--- config.mk ---
export PLATFORM = sky130hd
export DESIGN_NAME = win_fetch_ctrl_flat
export DESIGN_NICKNAME = d
export VERILOG_FILES = /design/src/rtl/win_fetch_ctrl_pkg.sv /design/src/rtl/win_fetch_ctrl_if.sv /design/src/rtl/win_fetch_ctrl_tap_addr.sv /design/src/rtl/win_fetch_ctrl.sv /design/src/flat_wrapper.sv
export SDC_FILE = /design/constraint.sdc
export NUM_CORES = 1
export LEC_CHECK = 0
export ABC_AREA = 0
export CORE_MARGIN = 2
export CORE_UTILIZATION = 45
export CTS_CLUSTER_SIZE = 8
export DETAILED_ROUTE_END_ITERATION = 10
export PLACE_DENSITY = 0.79
export SYNTH_ARGS = -nofsm -noshare
export SYNTH_HDL_FRONTEND = slang
export SYNTH_SLANG_ARGS = --single-unit
--- constraint.sdc ---
create_clock -name clk -period 5.1 [get_ports clk]
set_clock_uncertainty 0.15 [all_clocks]
set_input_delay 1.02 -clock clk [delete_from_list [all_inputs] [get_ports clk]]
set_output_delay 1.02 -clock clk [all_outputs]
set_load 0.005 [all_outputs]
--- src/rtl/win_fetch_ctrl_pkg.sv ---
// Shared Sobel window definitions: image geometry defaults, pixel type,
// fetch FSM states and the 3x3 neighbour tap offsets (row-major, centre skipped).
// No logic; imported by the window fetch interface, controller and tap address unit.
package sobel_pkg;

  localparam int WIDTH_DEF  = 128;
  localparam int HEIGHT_DEF = 96;
  localparam int N_TAPS     = 8;

  typedef logic [7:0] pix_t;

  typedef enum logic [1:0] {
    IDLE  = 2'd0,
    ISSUE = 2'd1,
    DRAIN = 2'd2,
    DONE  = 2'd3
  } fetch_state_t;

  // Tap k covers neighbour (row+TAP_DR[k], col+TAP_DC[k]).
  localparam int TAP_DR [N_TAPS] = '{-1, -1, -1,  0, 0,  1, 1, 1};
  localparam int TAP_DC [N_TAPS] = '{-1,  0,  1, -1, 1, -1, 0, 1};

  function automatic int clamp_int(input int v, input int lo, input int hi);
    if (v < lo) return lo;
    if (v > hi) return hi;
    return v;
  endfunction

endpackage

--- src/rtl/win_fetch_ctrl_if.sv ---
// Bundle between scan counter, window fetch controller, image RAM and Sobel datapath.
// Ports: start/ctr_col/ctr_row request, ram_rd_en/ram_addr/ram_rdata RAM port,
// busy/win_valid/border/pix_* window result. slave = controller side, master = environment.
interface win_fetch_ctrl_if
  import sobel_pkg::*;
#(
  parameter int ADDR_W = 14
);

  logic              start;
  logic [7:0]        ctr_col;
  logic [7:0]        ctr_row;
  logic              ram_rd_en;
  logic [ADDR_W-1:0] ram_addr;
  pix_t              ram_rdata;
  logic              busy;
  logic              win_valid;
  logic              border;
  pix_t              pix_0, pix_1, pix_2, pix_3, pix_5, pix_6, pix_7, pix_8;

  modport slave (
    input  start, ctr_col, ctr_row, ram_rdata,
    output ram_rd_en, ram_addr, busy, win_valid, border,
    output pix_0, pix_1, pix_2, pix_3, pix_5, pix_6, pix_7, pix_8
  );

  modport master (
    output start, ctr_col, ctr_row, ram_rdata,
    input  ram_rd_en, ram_addr, busy, win_valid, border,
    input  pix_0, pix_1, pix_2, pix_3, pix_5, pix_6, pix_7, pix_8
  );

endinterface

--- src/rtl/win_fetch_ctrl_tap_addr.sv ---
// Purpose: RAM address of one 3x3 neighbour tap around a centre pixel.
// Latency: combinational. Backpressure: none.
// Ports: i_row/i_col centre, i_tap tap index 0..7, o_addr linear RAM address.
// WIN_FETCH_REPLICATE_EDGE_EN: clamp tap row/col into the image (edge replication).
module win_tap_addr
  import sobel_pkg::*;
#(
  parameter int WIDTH  = WIDTH_DEF,
`ifdef WIN_FETCH_REPLICATE_EDGE_EN
  parameter int HEIGHT = HEIGHT_DEF,
`endif
  parameter int ADDR_W = 14
) (
  input  logic [7:0]        i_row,
  input  logic [7:0]        i_col,
  input  logic [2:0]        i_tap,
  output logic [ADDR_W-1:0] o_addr
);

  int w_row;
  int w_col;

  always_comb begin
    w_row = int'(i_row) + TAP_DR[i_tap];
    w_col = int'(i_col) + TAP_DC[i_tap];
`ifdef WIN_FETCH_REPLICATE_EDGE_EN
    w_row = clamp_int(w_row, 0, HEIGHT - 1);
    w_col = clamp_int(w_col, 0, WIDTH - 1);
`endif
    // Only interior centres reach here without clamping, so the sum never goes negative.
    o_addr = ADDR_W'(w_row * WIDTH + w_col);
  end

endmodule

--- src/rtl/win_fetch_ctrl.sv ---
// Purpose: sequence the eight 3x3 neighbour reads of one Sobel window over one RAM read port.
// Latency: start edge 0 -> win_valid after edge 9 (interior), after edge 0 (zero-filled border).
// Backpressure: none; start is only accepted while busy=0 (IDLE or DONE), otherwise dropped.
// Ports: clk, rst (sync, active-high), bus (slave modport: request, RAM port, window result).
// WIN_FETCH_REPLICATE_EDGE_EN: fetch border centres with clamped taps instead of zero-filling.
module win_fetch_ctrl
  import sobel_pkg::*;
#(
  parameter int WIDTH  = WIDTH_DEF,
  parameter int HEIGHT = HEIGHT_DEF,
  parameter int ADDR_W = 14
) (
  input  logic             clk,
  input  logic             rst,
  win_fetch_ctrl_if.slave  bus
);

  fetch_state_t      r_state, w_state_nxt;
  logic [2:0]        r_tap, w_tap_nxt;
  logic [7:0]        r_row, r_col;
  logic              r_edge;
  logic              r_ram_rd_en;
  logic [ADDR_W-1:0] r_ram_addr;
  logic              r_cap_vld;
  logic [2:0]        r_cap_idx;
  pix_t              r_pix [N_TAPS];
  logic              r_busy, r_win_valid, r_border;

  logic              w_can_start, w_accept, w_in_edge;
  logic [7:0]        w_src_row, w_src_col;
  logic [ADDR_W-1:0] w_tap_addr;

  assign w_can_start = (r_state == IDLE) || (r_state == DONE);
  assign w_accept    = w_can_start && bus.start;

  assign w_in_edge = (int'(bus.ctr_row) == 0) || (int'(bus.ctr_row) == HEIGHT - 1) ||
                     (int'(bus.ctr_col) == 0) || (int'(bus.ctr_col) == WIDTH - 1)  ||
                     (int'(bus.ctr_row) >= HEIGHT) || (int'(bus.ctr_col) >= WIDTH);

  // The address register is loaded with the *next* tap, so the first tap must be
  // formed from the live request coordinates before they are latched.
  assign w_src_row = w_can_start ? bus.ctr_row : r_row;
  assign w_src_col = w_can_start ? bus.ctr_col : r_col;

  win_tap_addr #(
    .WIDTH  (WIDTH),
`ifdef WIN_FETCH_REPLICATE_EDGE_EN
    .HEIGHT (HEIGHT),
`endif
    .ADDR_W (ADDR_W)
  ) u_tap_addr (
    .i_row  (w_src_row),
    .i_col  (w_src_col),
    .i_tap  (w_tap_nxt),
    .o_addr (w_tap_addr)
  );

  always_comb begin
    w_state_nxt = r_state;
    w_tap_nxt   = r_tap;
    case (r_state)
      IDLE, DONE: begin
        w_state_nxt = IDLE;
        w_tap_nxt   = 3'd0;
        if (bus.start) begin
`ifdef WIN_FETCH_REPLICATE_EDGE_EN
          w_state_nxt = ISSUE;
`else
          w_state_nxt = w_in_edge ? DONE : ISSUE;
`endif
        end
      end
      ISSUE: begin
        w_tap_nxt = r_tap + 3'd1;
        if (r_tap == 3'd7) w_state_nxt = DRAIN;
      end
      DRAIN:   w_state_nxt = DONE;
      default: w_state_nxt = IDLE;
    endcase
  end

  always_ff @(posedge clk) begin
    if (rst) begin
      r_state     <= IDLE;
      r_tap       <= 3'd0;
      r_row       <= 8'd0;
      r_col       <= 8'd0;
      r_edge      <= 1'b0;
      r_ram_rd_en <= 1'b0;
      r_ram_addr  <= '0;
      r_cap_vld   <= 1'b0;
      r_cap_idx   <= 3'd0;
      r_busy      <= 1'b0;
      r_win_valid <= 1'b0;
      r_border    <= 1'b0;
      for (int k = 0; k < N_TAPS; k++) r_pix[k] <= '0;
    end else begin
      r_state <= w_state_nxt;
      r_tap   <= w_tap_nxt;
      if (w_accept) begin
        r_row  <= bus.ctr_row;
        r_col  <= bus.ctr_col;
        r_edge <= w_in_edge;
      end

      r_ram_rd_en <= (w_state_nxt == ISSUE);
      if (w_state_nxt == ISSUE) r_ram_addr <= w_tap_addr;

      // RAM returns data one cycle after the address register, so track which tap it belongs to.
      r_cap_vld <= r_ram_rd_en;
      r_cap_idx <= r_tap;

`ifndef WIN_FETCH_REPLICATE_EDGE_EN
      if (w_accept && w_in_edge) begin
        for (int k = 0; k < N_TAPS; k++) r_pix[k] <= '0;
      end
`endif
      if (r_cap_vld) r_pix[r_cap_idx] <= bus.ram_rdata;

      r_busy      <= (w_state_nxt == ISSUE) || (w_state_nxt == DRAIN);
      r_win_valid <= (w_state_nxt == DONE);
      // border changes only together with a completed window.
      if (w_state_nxt == DONE) r_border <= (r_state == DRAIN) ? r_edge : w_in_edge;
    end
  end

  assign bus.ram_rd_en = r_ram_rd_en;
  assign bus.ram_addr  = r_ram_addr;
  assign bus.busy      = r_busy;
  assign bus.win_valid = r_win_valid;
  assign bus.border    = r_border;
  assign bus.pix_0     = r_pix[0];
  assign bus.pix_1     = r_pix[1];
  assign bus.pix_2     = r_pix[2];
  assign bus.pix_3     = r_pix[3];
  assign bus.pix_5     = r_pix[4];
  assign bus.pix_6     = r_pix[5];
  assign bus.pix_7     = r_pix[6];
  assign bus.pix_8     = r_pix[7];

endmodule

--- src/flat_wrapper.sv ---
// flat-port wrapper written by rule: the top's interface ports become plain ports
module win_fetch_ctrl_flat import sobel_pkg::*;
#(
  parameter int WIDTH  = WIDTH_DEF,
  parameter int HEIGHT = HEIGHT_DEF,
  parameter int ADDR_W = 14
)
  (clk, rst, bus_start, bus_ctr_col, bus_ctr_row, bus_ram_rdata, bus_ram_rd_en, bus_ram_addr, bus_busy, bus_win_valid, bus_border, bus_pix_0, bus_pix_1, bus_pix_2, bus_pix_3, bus_pix_5, bus_pix_6, bus_pix_7, bus_pix_8);
  win_fetch_ctrl_if #(.ADDR_W(ADDR_W)) bus_i ();
  input  logic clk;
  input  logic rst;
  input wire logic [$bits(bus_i.start)-1:0] bus_start;
  input wire logic [$bits(bus_i.ctr_col)-1:0] bus_ctr_col;
  input wire logic [$bits(bus_i.ctr_row)-1:0] bus_ctr_row;
  input wire logic [$bits(bus_i.ram_rdata)-1:0] bus_ram_rdata;
  output wire logic [$bits(bus_i.ram_rd_en)-1:0] bus_ram_rd_en;
  output wire logic [$bits(bus_i.ram_addr)-1:0] bus_ram_addr;
  output wire logic [$bits(bus_i.busy)-1:0] bus_busy;
  output wire logic [$bits(bus_i.win_valid)-1:0] bus_win_valid;
  output wire logic [$bits(bus_i.border)-1:0] bus_border;
  output wire logic [$bits(bus_i.pix_0)-1:0] bus_pix_0;
  output wire logic [$bits(bus_i.pix_1)-1:0] bus_pix_1;
  output wire logic [$bits(bus_i.pix_2)-1:0] bus_pix_2;
  output wire logic [$bits(bus_i.pix_3)-1:0] bus_pix_3;
  output wire logic [$bits(bus_i.pix_5)-1:0] bus_pix_5;
  output wire logic [$bits(bus_i.pix_6)-1:0] bus_pix_6;
  output wire logic [$bits(bus_i.pix_7)-1:0] bus_pix_7;
  output wire logic [$bits(bus_i.pix_8)-1:0] bus_pix_8;
  assign bus_i.start = bus_start;
  assign bus_i.ctr_col = bus_ctr_col;
  assign bus_i.ctr_row = bus_ctr_row;
  assign bus_i.ram_rdata = bus_ram_rdata;
  assign bus_ram_rd_en = bus_i.ram_rd_en;
  assign bus_ram_addr = bus_i.ram_addr;
  assign bus_busy = bus_i.busy;
  assign bus_win_valid = bus_i.win_valid;
  assign bus_border = bus_i.border;
  assign bus_pix_0 = bus_i.pix_0;
  assign bus_pix_1 = bus_i.pix_1;
  assign bus_pix_2 = bus_i.pix_2;
  assign bus_pix_3 = bus_i.pix_3;
  assign bus_pix_5 = bus_i.pix_5;
  assign bus_pix_6 = bus_i.pix_6;
  assign bus_pix_7 = bus_i.pix_7;
  assign bus_pix_8 = bus_i.pix_8;
  win_fetch_ctrl #(.WIDTH(WIDTH), .HEIGHT(HEIGHT), .ADDR_W(ADDR_W)) u_core (.clk(clk), .rst(rst), .bus(bus_i));
endmodule
* Word level (Yosys, flattened, before mapping)
Memory sizes are Yosys's and may differ from the RTL's. Index checks and enable logic that the tools add are counted.
Cells by class: reduce and logical (&&, ||, !) cells 13, shift operators 0, order comparisons 3, bitwise gates (word level) 9, mux-type cells 28, equality and inequality tests 9, $mul 0, $add $sub $neg 4, div/mod/pow operators 0
Operators by type and width (count):
- $mux 8 | 9
- $mux 14 | 2
- $mux 7 | 3
- $eq 8x8->1 const B | 2
- $logic_not 8->1 | 2
- $add 14x14->14 | 1
- $add 9x14->14 | 1
- $mux 1 | 9
- $eq 2x2->1 const B | 4
- $ge 8x7->1 const B | 1
- $ge 8x8->1 const B | 1
- $or 1x1->1 | 8
- $add 7x7->7 | 1
- $logic_or 1x1->1 | 7
- $mux 2 | 3
- $pmux 2 s3 | 1
- $pmux 3 s2 | 1
- $eq 2x1->1 const B | 2
- $ge 4x4->1 const B | 1
- $not 3->4 | 1
- $add 3x1->3 const B | 1
- $eq 3x3->1 const B | 1
- $logic_and 1x1->1 | 2
- $logic_not 2->1 | 1
- $reduce_or 2->1 | 1
Word-level totals: input port bits 27, memory bits (writable) 64, word-level logic and storage cells 81, ROM bits 512, bits in latches 0, memories 3, register bits after elaboration 43
Memory list:
- (name not given) | depth 8, bits a word 32, rd ports 1, clocked after memory_dff 0, wr ports 0, line win_fetch_ctrl_tap_addr.sv:25 | w_col = int'(i_col) + TAP_DC[i_tap];
- (name not given) | depth 8, bits a word 32, rd ports 1, clocked after memory_dff 0, wr ports 0, line win_fetch_ctrl_tap_addr.sv:24 | w_row = int'(i_row) + TAP_DR[i_tap];
- u_core.r_pix | depth 8, bits a word 8, rd ports 8, clocked after memory_dff 0, wr ports 9, line win_fetch_ctrl.sv:26 | pix_t r_pix [N_TAPS];

* Logic depth before layout (Yosys ltp)
Gate-level depths: netlist of run 1.
depth in word-level cells 11, mapped depth 20, depth with buffers taken out 20

* Hierarchy
Synthesis of run 1 repeated with hierarchy kept, for this count alone.
Unflattened totals: cells, all modules 515, area total of the unflattened synthesis 5647.9 µm²
By module, submodules not included:
- win_fetch_ctrl | instances 1, cells an instance 381, area an instance 4569.4 µm²
- win_tap_addr | instances 1, cells an instance 134, area an instance 1078.5 µm²

* Worst setup path before layout of run 1
Ideal clock, no wire load.
path type register to register, start point register u_core.r_state[0], end point register u_core.r_ram_addr[12] (netlist: u_core.bus.ram_addr[12]), cell stages (with the launch flop) 20, setup slack 0.717 ns, buffers on the path 0, arrival time 4.106 ns, data required time 4.823 ns, path through dfxtp_1 -> inv_1 -> ha_1 -> and2b_2 -> mux2i_1 -> inv_1 -> ha_1 -> inv_1 -> and3_2 -> inv_1 -> fa_1 -> xnor2_1 -> ha_1 -> ha_1 -> a21o_1 -> a21o_1 -> a221oi_1 -> o21ai_1 -> nor4bb_1 -> or3_1
Between the ends: longest elaborated chain between the ends 9, elaborated cells on any way between the ends 22
RTL lines:
- start, declared | line win_fetch_ctrl.sv:18 | fetch_state_t r_state, w_state_nxt;
- start signal, assigned | line win_fetch_ctrl.sv:98 | r_state <= w_state_nxt;
- $eq 2x2->1 or $logic_not 2->1 (tied branches) | line win_fetch_ctrl.sv:61 | case (r_state)
- $reduce_or 2->1 | line win_fetch_ctrl.sv:61
- $pmux 3 s2 * | line win_fetch_ctrl.sv:61
- net u_core.u_tap_addr.i_tap[0] | line win_fetch_ctrl_tap_addr.sv:16 | input logic [2:0] i_tap,
- $not 3->4 (implied by the code) * | line win_fetch_ctrl_tap_addr.sv:24, win_fetch_ctrl_tap_addr.sv:25
- $mem_v2 8x32 (on tied branches)
- $mux 14 (implied by the code) or $mux 7 (tied branches) (2 in series) | line win_fetch_ctrl_tap_addr.sv:25, win_fetch_ctrl_tap_addr.sv:24
- $add 9x14->14 or $add 7x7->7 (tied branches) | line win_fetch_ctrl_tap_addr.sv:25, win_fetch_ctrl_tap_addr.sv:24
- $add 14x14->14 * | line win_fetch_ctrl_tap_addr.sv:31 | o_addr = ADDR_W'(w_row * WIDTH + w_col);
- end signal, assigned | line win_fetch_ctrl.sv:107 | if (w_state_nxt == ISSUE) r_ram_addr <= w_tap_addr;
- end, declared | line win_fetch_ctrl.sv:23 | logic [ADDR_W-1:0] r_ram_addr;
Mark *: on every way through the listed nets, which the timed path passes. The rest lies on a longest branch. The select of a mux whose other input is x is not followed. A chain may end at the register's enable or synchronous reset.

* Final worst setup path of run 1
Same ends and word-level chain as after synthesis.

==> results of run 1 <==
[where the power goes]
part           switching [W]  leakage, nW  internal (W)
sequential         0.0000429         1.04       0.00102
combinational       0.000515         1.58      0.000524
clock               0.000340        0.159      0.000399
[cell families (layout without fill, tap and decap cells)]
kind of cell	after synthesis	count (layout)	synth area share, %
AOI/OAI and AO/OA	74	74	8.68
xor gates and xnor gates	13	13	2.37
adders and majority gates	43	43	10.4
buffers and inverters	36	148	2.74
DFF	107	107	51.6
muxes	28	28	5.76
and+or+nand+nor	182	182	18.5
[routing by layer]
| layer | up-vias | GRT usage (%) | wire (um) |
|---|---|---|---|
| met5 | - | 0 | 0 |
| met2 | 130 | 31.9 | 5890 |
| met3 | 8 | 3.61 | 657 |
| met4 | 0 | 4.63 | 93 |
| met1 | 1864 | 23.2 | 5010 |
| li1 | 1916 | - | - |
[state kept, by name (all words and copies together) (netlist names)]
name	count
u_core.r_tap	3
u_core.r_cap_vld	1
u_core.r_edge	1
u_core.r_pix	64
u_core.bus.ram_rd_en	1
u_core.bus.border	1
u_core.r_row	7
u_core.bus.win_valid	1
u_core.r_cap_idx	3
u_core.bus.ram_addr	14
u_core.r_col	8
u_core.bus.busy	1
u_core.r_state	2
[area by class of cell]
class / instances / area (sq um)
fillers: 940 / 4620
inverters: 21 / 78.8
repair buffers: 111 / 1100
flip-flops and latches: 107 / 2780
clock inverters: 7 / 97.6
well taps: 143 / 179
clock buffers: 9 / 225
multi-input cells: 340 / 2480
[critical path, delay by kind of cell (launching register included)]
family	cells	cell delay [ps]
and+or+nand+nor	4	1060
adders and majority gates	5	1560
AOI/OAI and AO/OA	5	1020
xor gates and xnor gates	1	240
buffers and inverters	4	310
DFF	1	330
[worst max path at each step]
| stage | from | endpoint | slack, ps | cells past startpoint |
|---|---|---|---|---|
| final | u_core.r_state[0] | u_core.bus.ram_addr[12] | 320 | 19 |
| after global routing | u_core.r_state[0] | u_core.bus.ram_addr[12] | 20 | 19 |
| after CTS | u_core.r_state[0] | u_core.bus.ram_addr[12] | 210 | 19 |
| after detailed placement | u_core.r_state[0] | u_core.bus.ram_addr[12] | 220 | 19 |
| after global placement | bus_ctr_row[0] | u_core.bus.ram_addr[12] | 440 | 14 |
| after floorplan | u_core.r_state[0] | u_core.bus.ram_addr[12] | 720 | 19 |
[placed cells by master, fill, tap and decap left out, types with 3 or more instances in the layout]
master	count
or3_1	3
buf_4	3
fa_1	3
ha_1	39
a211oi_1	3
a21oi_1	27
edfxtp_1	64
inv_8	3
o21bai_1	3
clkdlybuf4s50_1	107
nor3_1	5
xnor2_1	11
mux2_2	14
nor2_1	27
dfxtp_1	43
inv_1	21
nor4_1	3
nor2b_1	9
and2_1	67
mux2i_1	12
nor4bb_1	3
o21ai_0	14
clkbuf_16	9
a21o_1	8
o21a_1	3
nor3b_1	5
nand2_1	42
[stage by stage]
step	setup WS [ps]	power (W)
5_1_grt	22.4	0.00300
2_1_floorplan	717	0.00175
4_1_cts	207	0.00285
3_5_place_dp	223	0.00211
6_report	315	0.00284
3_3_place_gp	438	0.00208
[repair_timing]
item / in CTS / in global routing
setup endpoints to repair: 0 / 1
hold buffers: 0 / 0
resized for setup: 0 / 4
==> impl_metrics.tcl, run 1 <==
set metrics [dict create \
    status "completed" \
    placed_area_sq_um 6600 \
    ioPinCount 109 \
    cp_slowest_stage_delay_ps 460 \
    cts_setup_buffers 0 \
    final_max_slew_viol_count 0 \
    clock.fmax_ghz 0.209 \
    yosys-top-cells-area "edfxtp_1, dfxtp_1, ha_1" \
    timing.hold.ws_ps 307 \
    r2r_start "u_core.r_state[0]" \
    cts_max_path_buffers 2 \
    antenna_found_initial 0 \
    ys.flop_type "edfxtp_1" \
    drc_errors 0 \
    drv_cap 0 \
    fin_nets 660 \
    gp_congestion 0.922 \
    first_iter_violations 165 \
    min_delay_worst_endpoint "u_core.r_row[2]" \
    vias 3918 \
    dp.cells 722 \
    finalCriticalPeriod_ps 4780 \
    yosysSeqAreaShare_pct 51.6 \
    p_leak_nw 2.78 \
    cts.sinks 107 \
    cp.required_ps 5180 \
    initial_core_util_pct 46.6 \
    final_cell_area_sq_um 6940 \
    slowest_stage "fa_1" \
    grt_pass1_wl_mm 18.7 \
    rrSetupSlack_ps 320 \
    async_flop_share_pct 0 \
    insertion_delay_ps 350 \
    ant_nets 0 \
    io_buffers 108 \
    grt_pass1_vias 3786 \
    ir_worst_vdd_mv 0.273 \
    via_per_inst 5.31 \
    rsz0062_at_grt "false" \
    synth_top_area_share_pct 35.6 \
    cts_max_level 3 \
    die_w_um 113 \
    synthCells 483 \
    yosysMostFrequentCell "and2_1" \
    diodes 0 \
    synth_area_leader_cell "edfxtp_1" \
    ys_top_cells_by_count "and2_1, edfxtp_1, dfxtp_1" \
    overflow 0 \
    cp-start-kind "flop" \
    crit_path_frequent_cell "inv_1" \
    crit_path_end_kind "flop" \
    reg2regPathDepth 19 \
    cts_root_buffer "clkbuf_16" \
    setup_viol 0 \
    syn_avg_cell_area_sq_um 11.2 \
    post-route-period-util_pct 93.8 \
    cts_tree "built" \
    drt_wl_total_mm 11.7 \
    post_drt_wl_per_cell_um 15.8 \
    yosys_warnings 0 \
    min_from "u_core.r_row[2]" \
    synth_edf_count 64 \
    finalSetupTns_ps 0 \
    layout-drive-gt1-share_pct 7.56 \
    cts_made_buffers 9 \
    hold_violations 0 \
    crit_chain "inv_1 > ha_2 > and2b_2 > a22oi_2 > inv_1 > ha_1 > inv_1 > and3_2 > inv_1 > fa_1 > xnor2_1 > ha_1 > ha_1 > a21o_1 > a21o_1 > a221oi_1 > o21ai_1 > nor4bb_1 > or3_1" \
    syn_to_final_growth_pct 28.8 \
    relSlewSlack_pct 25.3 \
    hpwl_mm 8.77 \
    clkTransAtPathRegs_ps 80 \
    holdCritPathClass "flop to flop" \
    drt_first_pass_iters 5 \
    crit-reg2reg-capture "u_core.bus.ram_addr[12]" \
    fin_util_pct 60.0 \
    num_rows 39 \
    dieArea_sq_um 12900 \
    final_cells 738 \
    coreArea_sq_um 11600 \
    synth_area_sq_um 5390 \
    ys_ff_latch 107 \
    hold_path_depth 2 \
    critPathMaxFanout 7 \
    synth.distinct_cells 58 \
    path_class "flop to flop" \
    grt_start_max_net_pins 58 \
    power_density_nw_per_um2 409 \
    tightest_slew_ps 1110 \
    gr-usage-all-layers_pct 18.2 \
    synth.net_count 553 \
    die_y_um 113 \
    critPathArrivalTime_ps 4870 \
]
No activity file was read; power rests on OpenSTA's default activity.
==> inputs of run 2 (changes only) <==
- PLACE_DENSITY: 0.79 -> 0.82
- SLEW_MARGIN: unset -> 5
- clock period: 5.1 -> 4.4 ns (I/O delays scaled with it)
==> run 2 against run 1 <==
  * Die area did not move
  * Critical path depth did not move
  * Count of clock-buffer cells in the layout rose by 1
  * Register-to-register slack got worse by 250 ps
  * Via count rose by 4.0%
  * Sequential share of layout area fell by 1.7 points
  * Combinational power rose by 39%
  * Flip-flop and latch count did not move
  * First-iteration DRC count rose by 62%
  * Hold slack improved by 0.85 ps
  * Non-clock buffer count rose by 20
  * Largest cell class unchanged
==> impl_metrics.tcl, run 2 (synthesis results as in run 1) <==
set metrics [dict create \
    status "completed" \
    post_drt_wl_per_cell_um 16.4 \
    cp.required_ps 4490 \
    reg2regPathDepth 19 \
    fin_nets 680 \
    fin_util_pct 62.8 \
    ioPinCount 109 \
    finalCriticalPeriod_ps 4340 \
    vias 4073 \
    die_y_um 113 \
    r2r_start "u_core.r_state[0]" \
    cts_root_buffer "clkbuf_16" \
    cts_tree "built" \
    relSlewSlack_pct 18.4 \
    grt_pass1_wl_mm 20.0 \
    crit-reg2reg-capture "u_core.bus.ram_addr[12]" \
    hold_violations 0 \
    layout-drive-gt1-share_pct 15.1 \
    clock.fmax_ghz 0.231 \
    critPathMaxFanout 3 \
    io_buffers 108 \
    via_per_inst 5.37 \
    rrSetupSlack_ps 60 \
    hpwl_mm 9.15 \
    tightest_slew_ps 1210 \
    place_ws_ps -238 \
    post-route-period-util_pct 98.6 \
    cts.sinks 107 \
    cts_max_path_buffers 2 \
    crit_path_end_kind "flop" \
    drv_cap 0 \
    worstSetupEndpoint "u_core.bus.ram_addr[12]" \
    rsz0062_at_grt "true" \
    final_max_slew_viol_count 0 \
    final_cell_area_sq_um 7260 \
    initial_core_util_pct 46.6 \
    cts_max_level 3 \
    overflow 0 \
    setup_viol 0 \
    regMostFlops "u_core.r_pix" \
    syn_to_final_growth_pct 34.7 \
    gr-usage-all-layers_pct 19.8 \
    grt_pass1_vias 4052 \
    crit_start "u_core.r_state[0]" \
    grt_start_max_net_pins 58 \
    gp_congestion 0.907 \
    dieArea_sq_um 12900 \
    insertion_delay_ps 360 \
    holdBufCountCts 0 \
    power_density_nw_per_um2 484 \
    drt_first_pass_iters 7 \
    setup_slack_ps 62.5 \
    first_iter_violations 268 \
    num_rows 39 \
    path_class "flop to flop" \
    die_w_um 113 \
    largest_reg_flops 64 \
    placed_area_sq_um 6740 \
    cp-start-kind "flop" \
    critPathArrivalTime_ps 4430 \
    coreArea_sq_um 11600 \
    diodes 0 \
    drc_errors 0 \
    p_leak_nw 2.88 \
    clkTransAtPathRegs_ps 70 \
    cts_made_buffers 9 \
    mostFrequentLayoutCells "clkdlybuf4s50_1, and2_1, edfxtp_1" \
    ir_worst_vdd_mv 0.306 \
    holdCritPathClass "flop to flop" \
    ant_nets 0 \
    antenna_found_initial 0 \
    drt_wl_total_mm 12.5 \
    layout_commonest_cell "clkdlybuf4s50_1" \
]
## run 2: changes by cell type in the layout (fill, tap and decap cells not counted), moves of 3 or more
cell	delta
buf_4	+18
ha_1	-8
ha_4	+7
inv_1	-5
inv_2	+4
a21oi_1	-3
a21oi_2	+3
## run 2: through the flow
step	cells	setup TNS (ps)	hold WS [ps]	power (W)
after global routing	758	-284	326	0.00371
after floorplan	483	0	284	0.00203
after detailed placement	741	-329	295	0.00255
after CTS	758	0	309	0.00343
final	758	0	308	0.00352
after global placement	741	-45.0	290	0.00250
## run 2: how the worst min path moves through the flow
stage / start / end / depth (start not counted)
2_1_floorplan: u_core.r_col[0] / u_core.r_col[0] / 2
3_3_place_gp: u_core.r_row[3] / u_core.r_row[3] / 2
3_5_place_dp: u_core.r_row[4] / u_core.r_row[4] / 2
4_1_cts: u_core.r_row[0] / u_core.r_row[0] / 2
5_1_grt: u_core.r_col[6] / u_core.r_col[6] / 2
6_report: u_core.r_row[0] / u_core.r_row[0] / 2
## run 2: cell type report
| cell class | count | area (sq um) |
|---|---|---|
| Sequential cell | 107 | 2790 |
| Tap cell | 143 | 179 |
| Clock inverter | 6 | 71.3 |
| Timing Repair Buffer | 131 | 1260 |
| Clock buffer | 10 | 239 |
| Multi-Input combinational cell | 340 | 2650 |
| Inverter | 21 | 81.3 |
| Fill cell | 876 | 4300 |
## run 2: power by group
group	internal (W)	total, W	switching (W)
registers	0.00118	0.00123	0.0000506
clock network	0.000463	0.000834	0.000371
logic	0.000763	0.00145	0.000688
total	0.00241	0.00352	0.00111
## run 2: routing by layer
metal  routed length (um)  track usage (%)  up-vias
li1                     -                -     1957
met1                 4970             23.0     1946
met2                 6540             35.8      151
met3                  694             3.51       19
met4                  250             8.78        0
met5                    0                0        -
## run 2: critical path, cell delays in order, from the launching register on
cell and delay (ps):
dfxtp_4 370, inv_4 60, ha_4 130, and2b_2 240, a22oi_2 200, inv_2 90
ha_4 170, mux2i_2 180, ha_2 220, inv_2 40, fa_2 400, xnor2_2 150
ha_1 330, ha_4 230, a21o_1 160, a21o_1 190, a221oi_4 290, o21ai_2 100
nor4bb_1 130, or3_1 390
## run 2: what timing repair did
action                     CTS  global route
setup endpoints to repair    2             5
resized for setup           10            34
gates cloned                 0             0
setup buffers                1             0
pin swaps                    3            18
==> inputs of run 3 (changes only) <==
- SETUP_SLACK_MARGIN: unset -> 0.5
==> run 3 against run 2 <==
  * Core utilization increased by 1.0 points
  * Flip-flop and latch count unchanged
  * Sequential share of layout area is 0.63 points lower
  * Power is 4.7% higher
  * Cell area rose by 1.7%
  * Setup slack improved by 130 ps
  * Critical path depth unchanged
  * Die area did not move
  * Count of clock-buffer cells in the layout fell by 1
  * Register-to-register slack improved by 130 ps
  * Critical path type unchanged
  * Highest routed layer unchanged
==> impl_metrics.tcl, run 3 (synthesis results as in run 1) <==
set metrics [dict create \
    vias 4101 \
    overflow 0 \
    finalSetupTns_ps 0 \
    via_per_inst 5.37 \
    p_leak_nw 2.90 \
    holdCritPathClass "flop to flop" \
    grt_pass1_vias 4127 \
    mostFrequentLayoutCells "clkdlybuf4s50_1, and2_1, edfxtp_1" \
    post-route-period-util_pct 95.6 \
    crit_chain "inv_2 > ha_4 > and2b_2 > a22oi_2 > inv_1 > ha_4 > mux2i_2 > ha_2 > inv_2 > fa_2 > xnor2_1 > ha_1 > ha_4 > a21o_1 > a21o_1 > a221oi_2 > o21ai_1 > nor4bb_1 > or3_1" \
    reg2regPathDepth 19 \
    insertion_delay_ps 350 \
    layout-drive-gt1-share_pct 18.4 \
    gp_congestion 1.00 \
    routed-wl-met2_mm 6.54 \
    crit_path_frequent_cell "ha_4" \
    ir_worst_vdd_mv 0.383 \
    rsz0062_at_grt "true" \
    r2r_start "u_core.r_state[1]" \
    min_from "u_core.r_row[3]" \
    tightest_slew_ps 1110 \
    syn_to_final_growth_pct 36.9 \
    critPathArrivalTime_ps 4290 \
    final_max_slew_viol_count 0 \
    diodes 0 \
    die_y_um 113 \
    critPathMaxFanout 4 \
    clock.fmax_ghz 0.238 \
    rrSetupSlack_ps 190 \
    place_ws_ps 55.4 \
    setup_slack_ps 194 \
    cts_max_level 3 \
    cp_slowest_stage_delay_ps 370 \
    slowest_stage "dfxtp_4" \
    status "completed" \
    fillers 872 \
    hold_violations 0 \
    hpwl_mm 9.05 \
    fin_nets 686 \
    finalCriticalPeriod_ps 4210 \
    drt_first_pass_iters 5 \
    relSlewSlack_pct 25.4 \
    post_drt_wl_per_cell_um 16.7 \
    antenna_found_initial 0 \
    clkTransAtPathRegs_ps 80 \
    cts_root_buffer "clkbuf_16" \
    power_density_nw_per_um2 499 \
    min_delay_worst_endpoint "u_core.r_row[3]" \
    num_rows 39 \
    first_iter_violations 209 \
    coreArea_sq_um 11600 \
    cts.sinks 107 \
    regMostFlops "u_core.r_pix" \
    setup_viol 0 \
    gr-usage-all-layers_pct 20.0 \
    dieArea_sq_um 12900 \
    drt_wl_total_mm 12.7 \
    cp_num_buf_inv 3 \
    drv_cap 0 \
    crit-reg2reg-capture "u_core.bus.ram_addr[12]" \
    crit_family "adder cells" \
    ant_nets 0 \
    die_w_um 113 \
    top_layer "met4" \
    met3_length_um 670 \
    grt_pass1_wl_mm 20.1 \
    layout_commonest_cell "clkdlybuf4s50_1" \
    grt_start_max_net_pins 34 \
    path_class "flop to flop" \
    cp.required_ps 4480 \
    cp-start-kind "flop" \
    cts_max_path_buffers 2 \
    largest_reg_flops 64 \
    crit_path_end_kind "flop" \
    io_buffers 108 \
    hold_path_depth 2 \
    initial_core_util_pct 46.6 \
    ioPinCount 109 \
    drc_errors 0 \
    cts_made_buffers 9 \
    met1_length_mm 5.24 \
    cts_tree "built" \
]
## run 3: power by group
| group | total [W] | switching, W | internal (W) |
|---|---|---|---|
| clock | 0.000789 | 0.000391 | 0.000398 |
| combinational | 0.00166 | 0.000763 | 0.000897 |
| sequential | 0.00123 | 0.0000520 | 0.00118 |
| total | 0.00368 | 0.00121 | 0.00248 |
## run 3: worst register-to-register path: cells and delay by family (launching register included)
family,cells,cell delay (ps)
fa+ha+maj,6,1510
buf+inv,3,200
xor+xnor,1,140
flops,1,370
mux,1,160
compound gates,5,870
simple gates,3,730
## run 3: layout make-up
type | count | area (sq um) | area share (%)
sequential | 107 | 2790 | 37.8
multi-input combinational | 340 | 2740 | 37.1
timing repair buffer | 137 | 1300 | 17.6
clock buffer | 9 | 225 | 3.05
tap | 143 | 179 | 2.42
inverter | 21 | 78.8 | 1.07
clock inverter | 7 | 68.8 | 0.932
## run 3: metrics by stage
| stage | power (W) | area, sq um | instances | util [%] | hold WS, ps |
|---|---|---|---|---|---|
| floorplan | 0.00214 | 5520 | 483 | - | 284 |
| global placement | 0.00255 | 6760 | 727 | 58.5 | 290 |
| detailed placement | 0.00258 | 6760 | 727 | 58.5 | 299 |
| CTS | 0.00359 | 7320 | 761 | 63.3 | 309 |
| global route | 0.00388 | 7380 | 764 | 63.8 | 323 |
| finish | 0.00368 | 7380 | 764 | 63.8 | 307 |
## run 3: repair_timing
action,4_1_cts,5_1_grt
endpoints found under the setup margin,5,6
pin swaps,25,13
setup buffers,18,3
gates resized for setup,24,9
hold buffers,0,0
## run 3: how the worst max path moves through the flow
stage                      startpoint                 endpoint  cells after the start
floorplan           u_core.r_state[0]  u_core.bus.ram_addr[12]                     20
global placement       bus_ctr_row[0]  u_core.bus.ram_addr[12]                     15
detailed placement     bus_ctr_row[0]  u_core.bus.ram_addr[12]                     15
CTS                 u_core.r_state[1]  u_core.bus.ram_addr[12]                     20
global route        u_core.r_state[1]  u_core.bus.ram_addr[12]                     20
finish              u_core.r_state[1]  u_core.bus.ram_addr[12]                     19
## run 3: per-layer routing
layer / up-vias / GRT usage, %
met2: 138 / 36.6
li1: 1964 / -
met5: - / 0
met3: 27 / 3.45
met4: 0 / 7.40
met1: 1972 / 23.6
